**src/rtl/demux_scheduler_pkg.sv**
```systemverilog
// -----------------------------------------------------------------------------
// demux_scheduler_pkg
// Shared constants and types for the demux scheduler and its round-robin
// lane picker.
//   NUM_LANES : number of output lanes
//   SEL_W     : width of a lane index
//   CNT_W     : width of the delivered-transfer counter
//   state_e   : scheduler FSM state (IDLE = empty, HOLD = one word held)
// -----------------------------------------------------------------------------
package demux_scheduler_pkg;

    localparam int NUM_LANES = 8;
    localparam int SEL_W     = 3;
    localparam int CNT_W     = 16;

    typedef enum logic {
        IDLE = 1'b0,
        HOLD = 1'b1
    } state_e;

endpackage : demux_scheduler_pkg

```
**src/rtl/rr_pick8.sv**
```systemverilog
// -----------------------------------------------------------------------------
// rr_pick8
// Combinational round-robin lane picker. Searches the enable mask starting at
// lane (ptr + 1) mod 8, wrapping upward, and returns the first enabled lane.
// The last candidate visited is ptr itself, so a single enabled lane is always
// found even when it was also the previous grant.
// Ports:
//   mask  [8] in  : lane enables, bit i = lane i eligible
//   ptr   [3] in  : last granted lane
//   grant [3] out : chosen lane (0 when nothing is found)
//   found     out : at least one lane is enabled
// -----------------------------------------------------------------------------
module rr_pick8
    import demux_scheduler_pkg::*;
(
    input  logic [NUM_LANES-1:0] mask,
    input  logic [SEL_W-1:0]     ptr,
    output logic [SEL_W-1:0]     grant,
    output logic                 found
);

    logic [SEL_W-1:0] idx;

    always_comb begin
        // NOTE: every output of a combinational block gets a default first so
        // no path through the loop leaves a value unassigned (no latch).
        grant = '0;
        found = 1'b0;
        idx   = '0;
        // Index arithmetic is SEL_W bits wide, so ptr + k wraps modulo 8.
        for (int k = 1; k <= NUM_LANES; k++) begin
            idx = ptr + SEL_W'(k);
            if (!found && mask[idx]) begin
                grant = idx;
                found = 1'b1;
            end
        end
    end

endmodule : rr_pick8

```
**src/rtl/demux_scheduler.sv**
```systemverilog
// -----------------------------------------------------------------------------
// demux_scheduler
// Accepts one W-bit word at a time and forwards it to one of eight output
// lanes chosen round-robin among the enabled lanes. A single output register
// holds the word until the selected lane consumes it; a consume and a new
// accept may happen in the same cycle, giving one word per cycle throughput.
// Ports:
//   clk            in  : clock, rising edge
//   rst            in  : asynchronous active-high reset
//   in_valid       in  : input word offered
//   in_data   [W]  in  : input word
//   in_ready       out : input word accepted this cycle (combinational)
//   lane_mask [8]  in  : lane enables for the next grant
//   out_valid [8]  out : one-hot, lane sel holds a word
//   out_data [8W]  out : lane i at bits [i*W +: W], non-selected lanes zero
//   out_ready [8]  in  : lane i consumes its word this cycle
//   sel       [3]  out : lane holding or last granted
//   busy           out : a word is held
//   delivered [16] out : completed lane transfers, wraps at 16'hFFFF
// -----------------------------------------------------------------------------
module demux_scheduler
    import demux_scheduler_pkg::*;
#(
    parameter int W = 8
) (
    input  logic                   clk,
    input  logic                   rst,
    input  logic                   in_valid,
    input  logic [W-1:0]           in_data,
    output logic                   in_ready,
    input  logic [NUM_LANES-1:0]   lane_mask,
    output logic [NUM_LANES-1:0]   out_valid,
    output logic [NUM_LANES*W-1:0] out_data,
    input  logic [NUM_LANES-1:0]   out_ready,
    output logic [SEL_W-1:0]       sel,
    output logic                   busy,
    output logic [CNT_W-1:0]       delivered
);

    state_e             state_q, state_d;
    logic [SEL_W-1:0]   sel_q, sel_d;
    logic [SEL_W-1:0]   ptr_q, ptr_d;
    logic [W-1:0]       data_q, data_d;
    logic [CNT_W-1:0]   delivered_q, delivered_d;

    logic [SEL_W-1:0]   grant;
    logic               found;
    logic               accept;
    logic               transfer;
    logic [NUM_LANES-1:0] sel_onehot;

    rr_pick8 u_pick (
        .mask  (lane_mask),
        .ptr   (ptr_q),
        .grant (grant),
        .found (found)
    );

    // found is equivalent to lane_mask != 0. The held lane is freed in the same
    // cycle it is consumed, so HOLD can still accept when out_ready[sel] is set.
    // Reset forces in_ready low even though the state already reads IDLE.
    assign in_ready = !rst && (state_q == IDLE || out_ready[sel_q]) && found;
    assign accept   = in_valid && in_ready;
    assign transfer = (state_q == HOLD) && out_ready[sel_q];

    always_comb begin
        state_d     = state_q;
        sel_d       = sel_q;
        ptr_d       = ptr_q;
        data_d      = data_q;
        delivered_d = delivered_q;
        if (transfer) begin
            delivered_d = delivered_q + CNT_W'(1);
            state_d     = IDLE;
        end
        // An accept in the same cycle as a transfer overrides the return to
        // IDLE and loads the new word and lane.
        if (accept) begin
            state_d = HOLD;
            sel_d   = grant;
            ptr_d   = grant;
            data_d  = in_data;
        end
    end

    // NOTE: sequential state uses non-blocking assignments so every register
    // samples the pre-edge values regardless of statement order.
    always_ff @(posedge clk or posedge rst) begin
        if (rst) begin
            state_q     <= IDLE;
            sel_q       <= '0;
            // Last grant reads as lane 7 so the first search starts at lane 0.
            ptr_q       <= SEL_W'(NUM_LANES - 1);
            // NOTE: the data register is reset too, so no stale word survives
            // a reset taken during HOLD and out_data is defined from the start.
            data_q      <= '0;
            delivered_q <= '0;
        end else begin
            state_q     <= state_d;
            sel_q       <= sel_d;
            ptr_q       <= ptr_d;
            data_q      <= data_d;
            delivered_q <= delivered_d;
        end
    end

    // Demux: one-hot decode of sel gates both the valid bits and the data lanes.
    assign sel_onehot = NUM_LANES'(1) << sel_q;
    assign out_valid  = (state_q == HOLD) ? sel_onehot : '0;

    for (genvar i = 0; i < NUM_LANES; i++) begin : g_lane
        assign out_data[i*W +: W] = {W{out_valid[i]}} & data_q;
    end

    assign sel       = sel_q;
    assign busy      = (state_q == HOLD);
    assign delivered = delivered_q;

endmodule : demux_scheduler
```
**config.mk**
```make
export PLATFORM = sky130hd
export DESIGN_NAME = demux_scheduler
export DESIGN_NICKNAME = d
export VERILOG_FILES = /design/src/rtl/demux_scheduler_pkg.sv /design/src/rtl/rr_pick8.sv /design/src/rtl/demux_scheduler.sv
export SDC_FILE = /design/constraint.sdc
export NUM_CORES = 1
export LEC_CHECK = 0
export CAP_MARGIN = 10
export CORE_MARGIN = 2
export CORE_UTILIZATION = 45
export DETAILED_ROUTE_END_ITERATION = 10
export PLACE_DENSITY = 0.82
export SLEW_MARGIN = 40
export SYNTH_ARGS = -nofsm -noshare
export SYNTH_HDL_FRONTEND = slang
export SYNTH_HIERARCHICAL = 1
export SYNTH_SLANG_ARGS = --single-unit
```
**constraint.sdc**
```tcl
create_clock -name clk -period 12.2 [get_ports clk]
set_input_delay 1.83 -clock clk [delete_from_list [all_inputs] [get_ports clk]]
set_output_delay 1.83 -clock clk [all_outputs]
set_load 0.005 [all_outputs]
```
Word level (Yosys, flattened, before mapping)
Index checks and enable logic that the tools add are counted.
{"block": "word_totals", "inputBits": 27, "mem_count": 0, "latchBits": 0, "wordCells": 90, "regBits": 31, "romBits": 0, "mem_bits_rw": 0, "output_inout_bits": 93}
{"block": "classes", "order_cmp": 9, "n_eq_ne": 0, "n_mux": 37, "n_div": 0, "n_shift": 1, "reduce_logical": 21, "multipliers": 0, "n_bitwise": 9, "addsub": 8}
{"cell": "bitwise AND 8 bit", "count": 8}
{"cell": "< comparator 3 x 4 -> 1 bit, second input constant", "count": 9}
{"cell": "binary-select mux 1 bit (select 3 bit)", "count": 9}
{"cell": "two-way mux 3 bit", "count": 8}
{"cell": "two-way mux 1 bit", "count": 19}
{"cell": "adder 16 x 1 -> 16 bit, second input constant", "count": 1}
{"cell": "adder 3 bit, second input constant", "count": 4}
{"cell": "logical AND 1 bit", "count": 11}
{"cell": "logical NOT 1 bit", "count": 8}
{"cell": "two-way mux 8 bit", "count": 1}
{"cell": "left shift 1 x 3 -> 8 bit, first input constant", "count": 1}
{"cell": "adder 3 x 2 -> 3 bit, second input constant", "count": 2}
{"cell": "adder 3 x 1 -> 3 bit, second input constant", "count": 1}
{"cell": "nonzero test 2 bit", "count": 1}
{"cell": "logical OR 1 bit", "count": 1}
{"cell": "NOT 1 bit", "count": 1}

Logic depth before layout (Yosys ltp)
{"block": "depth", "ltp_word": 28, "depth_mapped": 15}

Modules after synthesis
Netlist, hierarchy kept.
{"mod": "demux_scheduler", "n_inst": 1, "area_per_inst_um2": 1928.1, "cells_per_inst": 187, "seq_area_each_um2": 779.5}
{"mod": "rr_pick8", "n_inst": 1, "area_per_inst_um2": 785.8, "cells_per_inst": 93, "seq_area_each_um2": 0.0}

Worst setup path before layout
OpenSTA, ideal clock, no wires.
{"block": "synth_timing", "path_kind": "input to output", "from": "input port lane_mask[7]", "to": "output port in_ready", "arrival_ns": 3.753, "n_path_buf": 1, "stages": 7, "path_slack_ns": 6.617, "required_time_ns": 10.370, "path_cell_list": "mux4_1 mux2_1 or4_1 buf_2 nor3_2 nand2_1 nor3b_1"}
{"block": "synth_via", "elab_chain_cells": 25}
{"item": "from (decl)", "line": "demux_scheduler.sv:31", "source": "input logic [NUM_LANES-1:0] lane_mask,"}
{"item": "binary-select mux 1 bit (select 3 bit)", "line": "rr_pick8.sv:33", "source": "if (!found && mask[idx]) begin"}
{"item": "two-way mux 1 bit (implied by the code)", "line": "rr_pick8.sv:33"}
{"item": "two-way mux 1 bit", "line": "rr_pick8.sv:33"}
{"item": "logical NOT 1 bit", "line": "rr_pick8.sv:33"}
{"item": "logical AND 1 bit", "line": "rr_pick8.sv:33"}
{"item": "two-way mux 1 bit", "line": "rr_pick8.sv:33"}
{"item": "logical NOT 1 bit", "line": "rr_pick8.sv:33"}
{"item": "logical AND 1 bit", "line": "rr_pick8.sv:33"}
{"item": "[... 10 more ...]"}
{"item": "logical NOT 1 bit", "line": "rr_pick8.sv:33"}
{"item": "logical AND 1 bit", "line": "rr_pick8.sv:33"}
{"item": "two-way mux 1 bit", "line": "rr_pick8.sv:33"}
{"item": "logical NOT 1 bit", "line": "rr_pick8.sv:33"}
{"item": "logical AND 1 bit", "line": "rr_pick8.sv:33"}
{"item": "two-way mux 1 bit (*)", "line": "rr_pick8.sv:33"}
{"item": "named net found", "line": "demux_scheduler.sv:47", "source": "logic found;"}
{"item": "logical AND 1 bit (*)", "line": "demux_scheduler.sv:62", "source": "assign in_ready = !rst && (state_q == IDLE || out_ready[sel_q]) && found;"}
{"item": "to (decl)", "line": "demux_scheduler.sv:30", "source": "output logic in_ready,"}
The timed path passes the listed nets; every way through them passes the cells marked *. The select of a mux whose other input is x is not followed.

Worst setup path in the final report
{"block": "layout_timing", "from": "input port lane_mask[0]", "to": "output port in_ready"}
The elaborated chain is that of the path after synthesis.

==> run_results.csv <==
group,metric,value,unit
finish,drive_gt1_share,10.3,%
sta,period_share,55.0,%
logic_synthesis,ys_warn_count,6,
cts,cts_setup_buffers,0,
cts,cts_tree,"yes",
pwr,power,900,uW
die,die_x,81.7,um
worst_setup_path,crit_end,"in_ready",
placed_design,numPortBuffers,119,
die,start_util,46.1,%
sta,final_hold_viol_count,0,
min_path,hold_depth,1,
sta,period_needed,6.71,ns
die,placementRows,28,
min_path,hold_path.class,"reg -> reg",
finish,diodes,0,
cts,cts_max_path_buffers,2,
logic_synthesis,yosysSeqAreaShare,28.7,%
logic_synthesis,ys_ff_latch,31,
worst_setup_path,cp-startpoint,"lane_mask[0]",
worst_setup_path,critPathArrivalTime,4.88,ns
sta,tns,0,ns
finish,fin_nets,426,
sta,clock.fmax,149,MHz
route,via_per_inst,5.44,
route,dr.pass1.iters,4,
die,dieArea,0.00667,sq mm
cts,cts_sinks,31,
global_route,grt_max_degree,32,
die,ios,120,
worst_setup_path,crit_type,"in -> out",
route,drc,0,
finish,n_fill_cell,475,
logic_synthesis,synth_nets,310,
placed_design,gp_congestion,0.944,
cts,cts_root_buffer,"clkbuf_8",
pwr,power_per_cell_area,223,mW/mm^2
pwr,peakVddDrop,0.000158,V
run,maxCapViolations,0,
cts,clock_latency,0.29,ns
route,routed_wirelength,8.08,mm
route,wl_per_cell,17.1,um
logic_synthesis,ys_top_cells_by_area,"dfrtp_1 (26%), and2_1 (15%), mux2_4 (6.6%), xnor2_1 (5.2%), mux4_1 (4.8%)",
worst_setup_path,rr_endpoint,"sel[1]",
global_route,grt_usage,24.3,%
sta,worst_pin_slew,0.819,ns
logic_synthesis,ys.flop_type,"dfrtp_1",
sta,whs,0.475,ns
logic_synthesis,netlist.area_leader.share,25.8,%
route,drt-initial-drc-count,141,
worst_setup_path,endpoint_kind,"output port",
outcome,status,"complete, no violations",
worst_setup_path,worstSetupStartpointType,"primary input",
global_route,antenna_found_initial,0,
worst_setup_path,required,10.37,ns
placed_design,dp.final_hpwl,6.39,mm
logic_synthesis,synth_edf_count,0,
cts,hold_buffers,0,
die,dieHeight,81.7,um
sta,skew,0.00777,ns
cts,cts_buffers,5,
route,vias,2569,
logic_synthesis,syn_area,0.00271,sq mm
route,ant_nets,0,
logic_synthesis,synthTopCellsByCount,"and2_1 (65), dfrtp_1 (28), xnor2_1 (16)",
worst_setup_path,r2r_slack,7.96,ns
cts,htree_num_levels,2,
sta,finalSetupViolCount,0,
sta,maxSlewViolCount,0,
worst_setup_path,ff2ff_path_depth,10,
pwr,cellLeakagePower,1.65,nW
logic_synthesis,async_flop_share,100,%
logic_synthesis,avgSynthCellArea,9.69,sq um
global_route,grt_pass1_vias,2433,
logic_synthesis,yosys.area.top_type,"dfrtp_1",
logic_synthesis,syn_inst,280,
die,coreArea,0.00589,sq mm
worst_setup_path,r2r_start,"ptr_q[1]",
finish,fin_util,68.5,%
sta,rsz0062_at_grt,"no",
finish,area_growth,48.5,%
global_route,grt-ovfl-total,0,
global_route,grt_pass1_wl,12.5,mm
sta,slew_headroom,45.0,%
logic_synthesis,synth.distinct_cells,52,
cts,cts-resized-gates,0,
worst_setup_path,crit_fanout,6,
logic_synthesis,yosysMostFrequentCell,"and2_1",
cts,clkTransAtPathRegs,0.07,ns
==> area by class of cell <==
type	count	area, sq um	share of cell area, %
clock buffer	7	86.3	2.14
multi-input combinational	232	1840	45.7
timing repair buffer	121	1210	29.9
inverter	5	18.8	0.466
tap	75	93.8	2.33
clock inverter	1	5.00	0.124
sequential	31	779	19.3
==> per-stage QoR <==
stage	cells	setup WS [ns]	cell area, sq um
4_1_cts	472	5.50	4020
6_report	472	5.49	4030
2_1_floorplan	280	6.62	2710
5_1_grt	472	5.40	4030
3_5_place_dp	464	5.51	3930
3_3_place_gp	463	5.55	3930
==> flip-flops by register name (all words and copies together) (netlist names) <==
| register | count |
|---|---|
| data_q | 8 |
| sel | 3 |
| busy | 1 |
| delivered | 16 |
| ptr_q | 3 |
==> critical path: stages <==
cell and delay (ns):
clkdlybuf4s50_1 0.49, mux4_1 0.63, mux2_1 0.35, or4_1 0.64, nor3_2 0.25, nand2_1 0.08, nor3b_1 0.15, clkdlybuf4s50_1 0.47
==> worst min-delay path by stage <==
stage | slack, ns | end | startpoint
after floorplan | 0.47 | delivered[15] | delivered[15]
after global placement | 0.46 | delivered[15] | delivered[15]
after detailed placement | 0.47 | delivered[15] | delivered[15]
after CTS | 0.48 | delivered[15] | delivered[15]
after global routing | 0.49 | delivered[15] | delivered[15]
final | 0.48 | delivered[15] | delivered[15]
==> cell usage in the layout (no fill, tap or decap), drive strengths merged, types with 3 or more instances in the layout <==
cell,count
dfrtp,28
nor2,14
nand2b,5
mux4,7
nand4,6
clkdlybuf4s50,119
o21ai,4
inv,5
dfstp,3
xnor2,16
nand2,11
and3,11
nor3,4
mux2,26
and2,65
nor3b,4
mux2i,7
a31oi,3
clkbuf,7
nand3,9
a21oi,9
nor2b,3
ha,3
==> logic make-up (layout without fill, tap and decap cells) <==
kind of cell    Yosys count  after routing  synth area share (%)
compound gates           32             32                  8.35
xor+xnor                 18             18                  5.81
fa+ha+maj                 3              3                  1.38
buf+inv                  17            134                  3.69
flops                    31             31                  28.7
mux                      40             40                  21.5
simple gates            139            139                  30.5
==> power breakdown <==
part | switching [mW] | leakage, nW | internal, mW
clock | 0.0362 | 0.0482 | 0.0454
combinational | 0.281 | 1.22 | 0.311
sequential | 0.0846 | 0.387 | 0.142
total | 0.402 | 1.65 | 0.498
==> routing by layer <==
layer,track usage [%],up-vias,part of all wire (%)
met5,0,-,0
met3,4.07,17,5.5
met4,7.00,0,2.2
met1,30.3,1218,41
met2,43.0,101,51
li1,-,1233,-
No activity file was read; power rests on OpenSTA's default activity.
